File: config.mk
export PLATFORM = sky130hd
export DESIGN_NAME = branch_predictor_arbiter
export DESIGN_NICKNAME = d
export VERILOG_FILES = /design/src/rtl/branch_predictor_arbiter.sv
export SDC_FILE = /design/constraint.sdc
export NUM_CORES = 1
export LEC_CHECK = 0
export CAP_MARGIN = 20
export CORE_MARGIN = 4
export CORE_UTILIZATION = 45
export CTS_CLUSTER_DIAMETER = 50
export DETAILED_ROUTE_END_ITERATION = 10
export GPL_TIMING_DRIVEN = 0
export HOLD_SLACK_MARGIN = 0.02
export PLACE_DENSITY_LB_ADDON = 0.12
export SYNTH_ARGS = -nofsm -noshare
export SYNTH_HDL_FRONTEND = slang
export SYNTH_SLANG_ARGS = --single-unit
File: constraint.sdc
create_clock -name clk -period 4.3 [get_ports clk]
set_input_delay 0.43 -clock clk [delete_from_list [all_inputs] [get_ports clk]]
set_output_delay 0.43 -clock clk [all_outputs]
set_load 0.005 [all_outputs]
File: src/rtl/branch_predictor_arbiter.sv
// branch_predictor_arbiter
// Shares one two-level branch predictor between two requesters. Lookups are
// granted round-robin and serialized with their resolution, so the outcome of
// the previous branch is always presented next to the next lookup IP.
//
// Ports
//   clk, reset_n                 clock, synchronous active-low reset
//   req0/1, req_ip0/1            held lookup requests and their branch IPs
//   gnt0/1                       one-cycle grant pulses
//   pred_valid0/1, pred0/1       prediction strobe and held prediction
//   resolve_valid0/1, _taken0/1  actual outcome from each requester
//   timeout0/1                   one-cycle pulse on forced not-taken resolution
//   bp_ip, bp_taken              drive predictor input_ip / input_taken
//   bp_prediction                predictor prediction output
//   lookup_cnt0/1                saturating lookups per requester
//   mispredict_cnt0/1            saturating mispredictions per requester
module branch_predictor_arbiter #(
   parameter int IP_W    = 64,
   parameter int CNT_W   = 32,
   parameter int TIMEOUT = 16
) (
   input  logic             clk,
   input  logic             reset_n,
   input  logic             req0,
   input  logic             req1,
   input  logic [IP_W-1:0]  req_ip0,
   input  logic [IP_W-1:0]  req_ip1,
   output logic             gnt0,
   output logic             gnt1,
   output logic             pred_valid0,
   output logic             pred_valid1,
   output logic             pred0,
   output logic             pred1,
   input  logic             resolve_valid0,
   input  logic             resolve_valid1,
   input  logic             resolve_taken0,
   input  logic             resolve_taken1,
   output logic             timeout0,
   output logic             timeout1,
   output logic [IP_W-1:0]  bp_ip,
   output logic             bp_taken,
   input  logic             bp_prediction,
   output logic [CNT_W-1:0] lookup_cnt0,
   output logic [CNT_W-1:0] lookup_cnt1,
   output logic [CNT_W-1:0] mispredict_cnt0,
   output logic [CNT_W-1:0] mispredict_cnt1
);

   typedef enum logic [1:0] {
      IDLE     = 2'd0,
      LOOKUP   = 2'd1,
      WAIT_RES = 2'd2
   } state_t;

   // Counter only has to reach TIMEOUT-1; the forced resolution fires on that edge.
   localparam int TMO_W = (TIMEOUT > 1) ? $clog2(TIMEOUT) : 1;
   localparam logic [TMO_W-1:0] TMO_LAST = TMO_W'(TIMEOUT - 1);

   state_t           state_q;
   logic             owner_q;
   logic             last_gnt_q;
   logic             pred_q;
   logic [TMO_W-1:0] tmo_q;
   logic [IP_W-1:0]  bp_ip_q;
   logic             bp_taken_q;
   logic             gnt0_q, gnt1_q;
   logic             pv0_q, pv1_q;
   logic             pred0_q, pred1_q;
   logic             to0_q, to1_q;
   logic [CNT_W-1:0] lc0_q, lc1_q, mc0_q, mc1_q;

   logic             sel_s;
   logic [IP_W-1:0]  sel_ip_s;
   logic             accept_s;
   logic             taken_s;

   function automatic logic [CNT_W-1:0] sat_inc(input logic [CNT_W-1:0] v);
      if (&v) begin
         return v;
      end else begin
         return v + CNT_W'(1);
      end
   endfunction

   // Round-robin winner selection and owner-only resolve muxing
   always_comb begin
      sel_s    = 1'b0;
      sel_ip_s = req_ip0;
      accept_s = 1'b0;
      taken_s  = 1'b0;
      // requester 1 wins when alone, or on a tie when requester 0 was granted last
      if (req1 && (!req0 || !last_gnt_q)) begin
         sel_s = 1'b1;
      end else begin
         sel_s = 1'b0;
      end
      if (sel_s) begin
         sel_ip_s = req_ip1;
      end else begin
         sel_ip_s = req_ip0;
      end
      if (owner_q) begin
         accept_s = resolve_valid1;
         taken_s  = resolve_taken1;
      end else begin
         accept_s = resolve_valid0;
         taken_s  = resolve_taken0;
      end
   end

   // Arbitration FSM with statistics and all registered outputs
   always_ff @(posedge clk) begin
      if (!reset_n) begin
         state_q    <= IDLE;
         owner_q    <= 1'b0;
         last_gnt_q <= 1'b1;
         pred_q     <= 1'b0;
         tmo_q      <= '0;
         bp_ip_q    <= '0;
         bp_taken_q <= 1'b0;
         gnt0_q     <= 1'b0;
         gnt1_q     <= 1'b0;
         pv0_q      <= 1'b0;
         pv1_q      <= 1'b0;
         pred0_q    <= 1'b0;
         pred1_q    <= 1'b0;
         to0_q      <= 1'b0;
         to1_q      <= 1'b0;
         lc0_q      <= '0;
         lc1_q      <= '0;
         mc0_q      <= '0;
         mc1_q      <= '0;
      end else begin
         gnt0_q <= 1'b0;
         gnt1_q <= 1'b0;
         pv0_q  <= 1'b0;
         pv1_q  <= 1'b0;
         to0_q  <= 1'b0;
         to1_q  <= 1'b0;
         case (state_q)
            IDLE: begin
               if (req0 || req1) begin
                  owner_q    <= sel_s;
                  last_gnt_q <= sel_s;
                  bp_ip_q    <= sel_ip_s;
                  if (sel_s) begin
                     gnt1_q <= 1'b1;
                     lc1_q  <= sat_inc(lc1_q);
                  end else begin
                     gnt0_q <= 1'b1;
                     lc0_q  <= sat_inc(lc0_q);
                  end
                  state_q <= LOOKUP;
               end else begin
                  state_q <= IDLE;
               end
            end
            LOOKUP: begin
               // bp_ip has been stable for a full cycle, so the predictor has settled
               pred_q <= bp_prediction;
               if (owner_q) begin
                  pred1_q <= bp_prediction;
                  pv1_q   <= 1'b1;
               end else begin
                  pred0_q <= bp_prediction;
                  pv0_q   <= 1'b1;
               end
               tmo_q   <= '0;
               state_q <= WAIT_RES;
            end
            WAIT_RES: begin
               if (accept_s) begin
                  bp_taken_q <= taken_s;
                  if (taken_s != pred_q) begin
                     if (owner_q) begin
                        mc1_q <= sat_inc(mc1_q);
                     end else begin
                        mc0_q <= sat_inc(mc0_q);
                     end
                  end else begin
                     mc0_q <= mc0_q;
                  end
                  state_q <= IDLE;
               end else if ((TIMEOUT != 0) && (tmo_q == TMO_LAST)) begin
                  // forced not-taken resolution
                  bp_taken_q <= 1'b0;
                  if (owner_q) begin
                     to1_q <= 1'b1;
                  end else begin
                     to0_q <= 1'b1;
                  end
                  if (pred_q) begin
                     if (owner_q) begin
                        mc1_q <= sat_inc(mc1_q);
                     end else begin
                        mc0_q <= sat_inc(mc0_q);
                     end
                  end else begin
                     mc0_q <= mc0_q;
                  end
                  state_q <= IDLE;
               end else begin
                  tmo_q <= tmo_q + TMO_W'(1);
               end
            end
            default: begin
               state_q <= IDLE;
            end
         endcase
      end
   end

   assign gnt0            = gnt0_q;
   assign gnt1            = gnt1_q;
   assign pred_valid0     = pv0_q;
   assign pred_valid1     = pv1_q;
   assign pred0           = pred0_q;
   assign pred1           = pred1_q;
   assign timeout0        = to0_q;
   assign timeout1        = to1_q;
   assign bp_ip           = bp_ip_q;
   assign bp_taken        = bp_taken_q;
   assign lookup_cnt0     = lc0_q;
   assign lookup_cnt1     = lc1_q;
   assign mispredict_cnt0 = mc0_q;
   assign mispredict_cnt1 = mc1_q;

endmodule

### Word-level counts from Yosys, hierarchy flattened

Cells that the tools add are included.

* add/subtract/negate cells: 5
* $mul: 0
* divide/modulo/power cells: 0
* magnitude comparators: 0
* equal/unequal tests: 8
* shift operators: 0
* muxes and demuxes: 29
* bitwise operators: 7
* reductions and logical operators: 24

Operators with widths (number)
* 32-bit 2-to-1 mux: 12
* 32-bit by 1-bit adder with 32-bit output, second input constant: 4
* 32-bit AND reduction: 4
* 64-bit 2-to-1 mux: 1
* 4-bit AND reduction: 3
* 1-bit 2-to-1 mux: 10
* 2-bit AND reduction: 5
* 4-bit 2-to-1 mux: 2
* 4-bit case mux with 2 select lines: 1
* 1-bit NOT: 7
* 2-bit case mux with 3 select lines: 1
* 3-bit AND reduction: 2
* 2-bit nonzero test: 3
* 4-bit by 1-bit adder with 4-bit output, second input constant: 1
* 4-bit == test, second input constant: 1
* 2-bit 2-to-1 mux: 2
* 2-bit inequality test, second input constant: 2
* 4-bit OR reduction: 1
* 3-bit inequality test, second input constant: 1
* 2-bit by 1-bit == test with 1-bit output, second input constant: 1
* 2-bit == test, second input constant: 1
* 1-bit logical NOT: 2
* 2-bit logical NOT: 1
* 1-bit logical OR: 2
* 3 further kinds: 3

* flip-flop bits (word level): 210
* latch bits: 0
* bits in writable memories: 0
* memory bits (read-only): 0
* logic and storage cells: 92
* memories: 0

### Logic depth before layout (Yosys ltp)

* depth after elaboration: 6
* depth in mapped cells: 9

### Worst setup path after synthesis

No wires, ideal clock.

* kind: register to register
* from: register lc1_q[18], in the netlist lookup_cnt1[18]
* to: register lc1_q[29], in the netlist lookup_cnt1[29]
* setup time: 71 ps
* arrival: 2181 ps
* path slack: 2049 ps
* stages on the path, launching flop included: 7
* buffers on the path: 1
* period minus slack after synthesis: 2251 ps
* path through: dfxtp_1 nand4_2 or4_1 or4_1 buf_2 or4_1 a21oi_1

* longest elaborated chain between the ends: 3

Ends and longest elaborated chain
* start: declaration: RTL line 70 `logic [CNT_W-1:0] lc0_q, lc1_q, mc0_q, mc1_q;`
* start signal: assignment: RTL line 148 `lc1_q <= sat_inc(lc1_q);`
* branches (longest 3 deep; another with 32-bit by 1-bit adder with 32-bit output)

Parallel ways; which one is timed is not known.
A chain may end at the register's enable or synchronous reset.

### Worst setup path after layout

* from: register tmo_q[0]
* to: register mc1_q[8], in the netlist mispredict_cnt1[8]

* longest elaborated chain between the ends: 3

Ends and longest elaborated chain
* start: declaration: RTL line 63 `logic [TMO_W-1:0] tmo_q;`
* start signal: assignment: RTL line 203 `tmo_q <= tmo_q + TMO_W'(1);`
* 4-bit == test: RTL line 184 `end else if ((TIMEOUT != 0) && (tmo_q == TMO_LAST)) begin`
* 2-bit nonzero test (no line)
* 4-bit AND reduction (no line)
* end signal: assignment: RTL line 176 `mc1_q <= sat_inc(mc1_q);`
* end signal: assignment: RTL line 194 `mc1_q <= sat_inc(mc1_q);`
* end: declaration: RTL line 70

Every way passes these cells.

==> results_tabular.tex <==
\begin{tabular}{lr}
\hline
Metric & Value \\
\hline
\multicolumn{2}{l}{\textbf{Status}} \\
Result of the run & finished clean \\
\multicolumn{2}{l}{\textbf{Clock network}} \\
Post-cts sizing count & 0 \\
Deepest clock path buffer count & 3 \\
Sinks on the clock net & 210 \\
Worst skew pair latency & 0.52 ns \\
CTS HTree Levels & 1 \\
Clock tree from TritonCTS & yes \\
CTS buffer count & 26 \\
Post-CTS Repair Setup Buffers & 0 \\
Library cell used as clock root buffer & sky130\_fd\_sc\_hd\_\_clkbuf\_16 \\
Clock transition at the registers of the reported paths & 0.06 ns \\
Hold\_buf cts & 0 \\
\multicolumn{2}{l}{\textbf{Critical path}} \\
Category of the most critical setup path & flop to flop \\
Endpoint of the worst register-to-register path & mispredict\_cnt1[8] \\
Worst Path Required & 4.75 ns \\
Crit path DAT & 3.43 ns \\
Kind of end point of the critical path & flop \\
R2R cell count & 8 \\
Largest fanout on the critical path & 10 \\
Startpoint class of the critical path & flop \\
Worst reg2reg startpoint & tmo\_q[0] \\
Setup slack of the most critical reg-to-reg path & 1.32 ns \\
\multicolumn{2}{l}{\textbf{Flow run}} \\
Number of violations of the max-capacitance limit & 0 \\
\multicolumn{2}{l}{\textbf{Route}} \\
Iteration-0 DRC Markers & 737 \\
Via Count & 10.9k \\
Number of nets with antenna violations after detailed routing & 0 \\
Wirelength, routed & 36,400 um \\
Post-detailed-route via-to-cell ratio & 5.85 \\
DRC violations left & 0 \\
Routed length per instance & 19.6 um \\
Drt pass-1 iters & 5 \\
\multicolumn{2}{l}{\textbf{Synth}} \\
Post-synth EDFFs & 0 \\
Library cells used by synthesis & 56 \\
Count of synthesis-stage warnings from yosys & 0 \\
Post-Synthesis Cells & 1,185 \\
Avg Synthesized Cell Area & 8.56 um2 \\
Post-Synthesis Net Count & 1,330 \\
Count of state elements after synthesis & 210 \\
Register area share after synthesis & 0.415 \\
Fraction of registers with async set or reset after synthesis & 0 \\
Total standard cell area after synthesis & 10,100 um2 \\
Post-synth top area cell & sky130\_fd\_sc\_hd\_\_dfxtp\_1 \\
Area share of the largest cell type after synthesis & 0.415 \\
Flip-flop cell with the highest count after synthesis & sky130\_fd\_sc\_hd\_\_dfxtp\_1 \\
Dominant cells by area after synthesis & sky130\_fd\_sc\_hd\_\_dfxtp\_1 (41\%), sky130\_fd\_sc\_hd\_\_mux2i\_1 (9.5\%), sky130\_fd\_sc\_hd\_\_a211oi\_1 (4.7\%), sky130\_fd\_sc\_hd\_\_a21oi\_1 (4.4\%), sky130\_fd\_sc\_hd\_\_o31ai\_1 (3.7\%) \\
\multicolumn{2}{l}{\textbf{Worst hold path}} \\
Cells on Worst Hold Path & 3 \\
Hold Crit Endpoint & mispredict\_cnt1[31] \\
Hold Path Origin & reset\_n \\
Worst hold path class & primary input to flop \\
\multicolumn{2}{l}{\textbf{Final layout}} \\
Design area & 14,700 um2 \\
Count of fill cells added during filler insertion & 1,833 \\
Area taken by multi-input logic gates & 5560 um2 \\
Layout Utilization & 0.669 \\
Total number of nets in the final design & 1,696 \\
Layout overhead on the synthesized area & 45.2\% \\
Layout cells sized above 1 & 0.0395 \\
Storage element area & 4200 um2 \\
\multicolumn{2}{l}{\textbf{Global route}} \\
Global-route track usage on met2 & 0.489 \\
Number of antenna violations at the first check in global routing & 4 \\
GRT Total Usage & 0.276 \\
Most congested layer reported by global routing & met2 \\
Global Route met3 Usage & 0.0763 \\
Maximum number of pins on one net before global-route repair & 13 \\
Vias in the first global route & 10.2k \\
GRT Residual Overflow & 0 \\
Global routing usage on met1 & 0.325 \\
First-pass GRT wire length & 55,700 um \\
\multicolumn{2}{l}{\textbf{Timing}} \\
Final-report max-slew violation count & 0 \\
Final Hold Fails & 0 \\
Clock period minus final worst setup slack & 2.98 ns \\
Worst setup skew after layout & 0.00778 ns \\
Max Clock Freq & 0.336 GHz \\
Worst Tran Pin Value & 0.981 ns \\
Portion of the clock cycle consumed by the worst path in the final layout & 0.692 \\
Final setup viols & 0 \\
Worst setup slack after layout & 1.32 ns \\
Setup total negative slack & 0 ns \\
Unrepaired setup endpoints after global routing & no \\
Relative max-transition margin & 0.341 \\
\multicolumn{2}{l}{\textbf{Floorplanning}} \\
Std cell rows & 54 \\
Height of the die & 158 um \\
Die Footprint & 25,000 um2 \\
Starting Density & 0.460 \\
Horiz. Die Dim & 158 um \\
Core area & 22,000 um2 \\
Number of ports placed on the die boundary & 338 \\
\multicolumn{2}{l}{\textbf{Pwr}} \\
Sequential Power Share & 0.420 \\
Net Sw Power & 1.25 mW \\
Fraction of power spent switching nets & 0.250 \\
Final Total Pwr & 4.98 mW \\
Internal power contribution & 3.73 mW \\
Clock share of power & 0.438 \\
Cell leakage power & 4.87 nW \\
Combinational power share & 0.142 \\
Worst-case vdd ir drop & 0.248 mV \\
Power per standard cell area & 338 nW/um2 \\
\multicolumn{2}{l}{\textbf{Placed design}} \\
Hpwl dp & 27,100 um \\
Count of buffers from port buffering & 336 \\
Placed cell area & 13,900 um2 \\
Final GP Congestion & 0.886 \\
Minimum setup slack after placement & 0.964 ns \\
\hline
\end{tabular}
[stage by stage]
step                      instances  hold WS [ns]
after floorplan                1185         0.453
after global placement         1801         0.476
after detailed placement       1802         0.482
after CTS                      1849         0.378
after global routing           1854         0.412
final                          1855         0.375
[registers in the layout, indices dropped and copies added (netlist names), 2 cells and up]
signal           cells
mispredict_cnt1     32
state_q              2
tmo_q                4
lookup_cnt1         32
mispredict_cnt0     32
bp_ip               64
lookup_cnt0         32
[cells in the final DEF, fill, tap and decap left out, types with 3 or more instances in the layout]
cell type / synthesis / routed
sky130_fd_sc_hd__a2111oi_0: 3 / 3
sky130_fd_sc_hd__a211oi_1: 64 / 64
sky130_fd_sc_hd__a21boi_0: 4 / 4
sky130_fd_sc_hd__a21oi_1: 90 / 90
sky130_fd_sc_hd__and2_1: 8 / 8
sky130_fd_sc_hd__and3_1: 15 / 15
sky130_fd_sc_hd__and3b_1: 3 / 3
sky130_fd_sc_hd__and4_1: 16 / 16
sky130_fd_sc_hd__buf_1: 4 / 4
sky130_fd_sc_hd__buf_2: 7 / 9
sky130_fd_sc_hd__clkbuf_1: 62 / 69
sky130_fd_sc_hd__clkbuf_16: 0 / 27
sky130_fd_sc_hd__clkbuf_8: 0 / 3
sky130_fd_sc_hd__clkdlybuf4s50_1: 0 / 336
sky130_fd_sc_hd__clkinv_2: 0 / 6
sky130_fd_sc_hd__dfxtp_1: 210 / 210
sky130_fd_sc_hd__diode_2: 0 / 5
sky130_fd_sc_hd__ha_1: 8 / 8
sky130_fd_sc_hd__inv_1: 23 / 23
sky130_fd_sc_hd__mux2i_1: 96 / 96
sky130_fd_sc_hd__nand2_1: 88 / 88
sky130_fd_sc_hd__nand2b_1: 26 / 26
sky130_fd_sc_hd__nand3_1: 47 / 47
sky130_fd_sc_hd__nand4_1: 42 / 42
sky130_fd_sc_hd__nor2_1: 96 / 96
sky130_fd_sc_hd__nor2b_1: 4 / 4
sky130_fd_sc_hd__nor3_1: 14 / 14
sky130_fd_sc_hd__nor4_1: 23 / 23
sky130_fd_sc_hd__o2111ai_1: 3 / 3
sky130_fd_sc_hd__o211ai_1: 4 / 4
sky130_fd_sc_hd__o21a_1: 7 / 7
sky130_fd_sc_hd__o21ai_0: 42 / 42
sky130_fd_sc_hd__o31a_1: 3 / 3
sky130_fd_sc_hd__o31ai_1: 50 / 50
sky130_fd_sc_hd__or2_2: 3 / 3
sky130_fd_sc_hd__or3_1: 40 / 40
sky130_fd_sc_hd__or4_1: 47 / 47
sky130_fd_sc_hd__xnor2_1: 5 / 5
sky130_fd_sc_hd__xor2_1: 3 / 3
[power by group through the flow]
stage	registers [mW]	clock network, mW	logic [mW]
2_1_floorplan	2.13	0	0.284
3_3_place_gp	2.13	0	0.696
3_5_place_dp	2.13	0	0.703
4_1_cts	2.09	2.21	0.708
5_1_grt	2.10	2.28	0.763
6_report	2.09	2.18	0.706
[final cells by class]
| cell class | count | share of cell area |
|---|---|---|
| Antenna cell | 5 | 0.000849 |
| Buffer | 74 | 0.0195 |
| Tap cell | 280 | 0.0238 |
| Timing Repair Buffer | 338 | 0.229 |
| Inverter | 24 | 0.00612 |
| Clock inverter | 10 | 0.00731 |
| Sequential cell | 210 | 0.285 |
| Multi-Input combinational cell | 877 | 0.378 |
| Clock buffer | 37 | 0.0505 |
[routing by layer]
layer  vias to the layer above  part of all wire
met5                         -                 0
met4                         0             0.030
met3                        63             0.081
met2                       407              0.50
met1                      5158              0.39
li1                       5223                 -
[synth_stat cells (2+ instances only)]
master / instances
sky130_fd_sc_hd__xor2_1: 3
sky130_fd_sc_hd__and2_1: 8
sky130_fd_sc_hd__a211oi_1: 64
sky130_fd_sc_hd__nor2b_1: 4
sky130_fd_sc_hd__nor3_1: 14
sky130_fd_sc_hd__nand2_1: 88
sky130_fd_sc_hd__a21oi_1: 90
sky130_fd_sc_hd__xnor2_1: 5
sky130_fd_sc_hd__o211ai_1: 4
sky130_fd_sc_hd__a21boi_0: 4
sky130_fd_sc_hd__o31a_1: 3
sky130_fd_sc_hd__o21a_1: 7
sky130_fd_sc_hd__nand2b_1: 26
sky130_fd_sc_hd__o21ai_0: 42
sky130_fd_sc_hd__nand4b_1: 2
sky130_fd_sc_hd__ha_1: 8
sky130_fd_sc_hd__a2111oi_0: 3
sky130_fd_sc_hd__and4_1: 16
sky130_fd_sc_hd__mux2i_1: 96
sky130_fd_sc_hd__o31ai_1: 50
sky130_fd_sc_hd__and3b_1: 3
sky130_fd_sc_hd__dfxtp_1: 210
sky130_fd_sc_hd__nand3b_1: 2
sky130_fd_sc_hd__and3_1: 15
sky130_fd_sc_hd__a31oi_1: 2
sky130_fd_sc_hd__inv_1: 23
sky130_fd_sc_hd__or3_1: 40
sky130_fd_sc_hd__nor2_1: 96
sky130_fd_sc_hd__nand4_1: 42
sky130_fd_sc_hd__buf_2: 7
sky130_fd_sc_hd__buf_1: 4
sky130_fd_sc_hd__or2_2: 3
sky130_fd_sc_hd__clkbuf_1: 62
sky130_fd_sc_hd__or4_1: 47
sky130_fd_sc_hd__nand3_1: 47
sky130_fd_sc_hd__nor4_1: 23
sky130_fd_sc_hd__o2111ai_1: 3
[cells by family (layout without fill, tap and decap cells)]
group	after synthesis	after routing	synth area share
AND/OR/NAND/NOR	485	485	0.260
AO/OA/AOI/OAI	279	279	0.175
flip-flops	210	210	0.415
buffers and inverters	98	483	0.0373
multiplexers	97	97	0.0959
adder cells (fa/ha/maj)	8	8	0.00987
XOR/XNOR	8	8	0.00691
other	0	5	0
[worst max-delay path, stage by stage (launching register included)]
cell and delay [ns]:
sky130_fd_sc_hd__dfxtp_1 0.37, sky130_fd_sc_hd__ha_1 0.22, sky130_fd_sc_hd__nand3_1 0.19, sky130_fd_sc_hd__a21boi_0 0.54
sky130_fd_sc_hd__clkbuf_1 0.43, sky130_fd_sc_hd__nand2_1 0.27, sky130_fd_sc_hd__clkbuf_1 0.29, sky130_fd_sc_hd__nor4_1 0.38
sky130_fd_sc_hd__mux2i_1 0.22
[how the worst max path moves through the flow]
stage / cells past startpoint / startpoint / end / slack, ns
after floorplan: 6 / lookup_cnt1[18] / lookup_cnt1[29] / 2.05
after global placement: 6 / req1 / bp_ip[46] / 0.96
after detailed placement: 6 / req1 / bp_ip[46] / 0.96
after CTS: 8 / tmo_q[0] / mispredict_cnt1[8] / 1.33
after global routing: 8 / tmo_q[0] / mispredict_cnt1[10] / 1.14
final: 8 / tmo_q[0] / mispredict_cnt1[8] / 1.32
No activity file was read; power rests on OpenSTA's default activity.
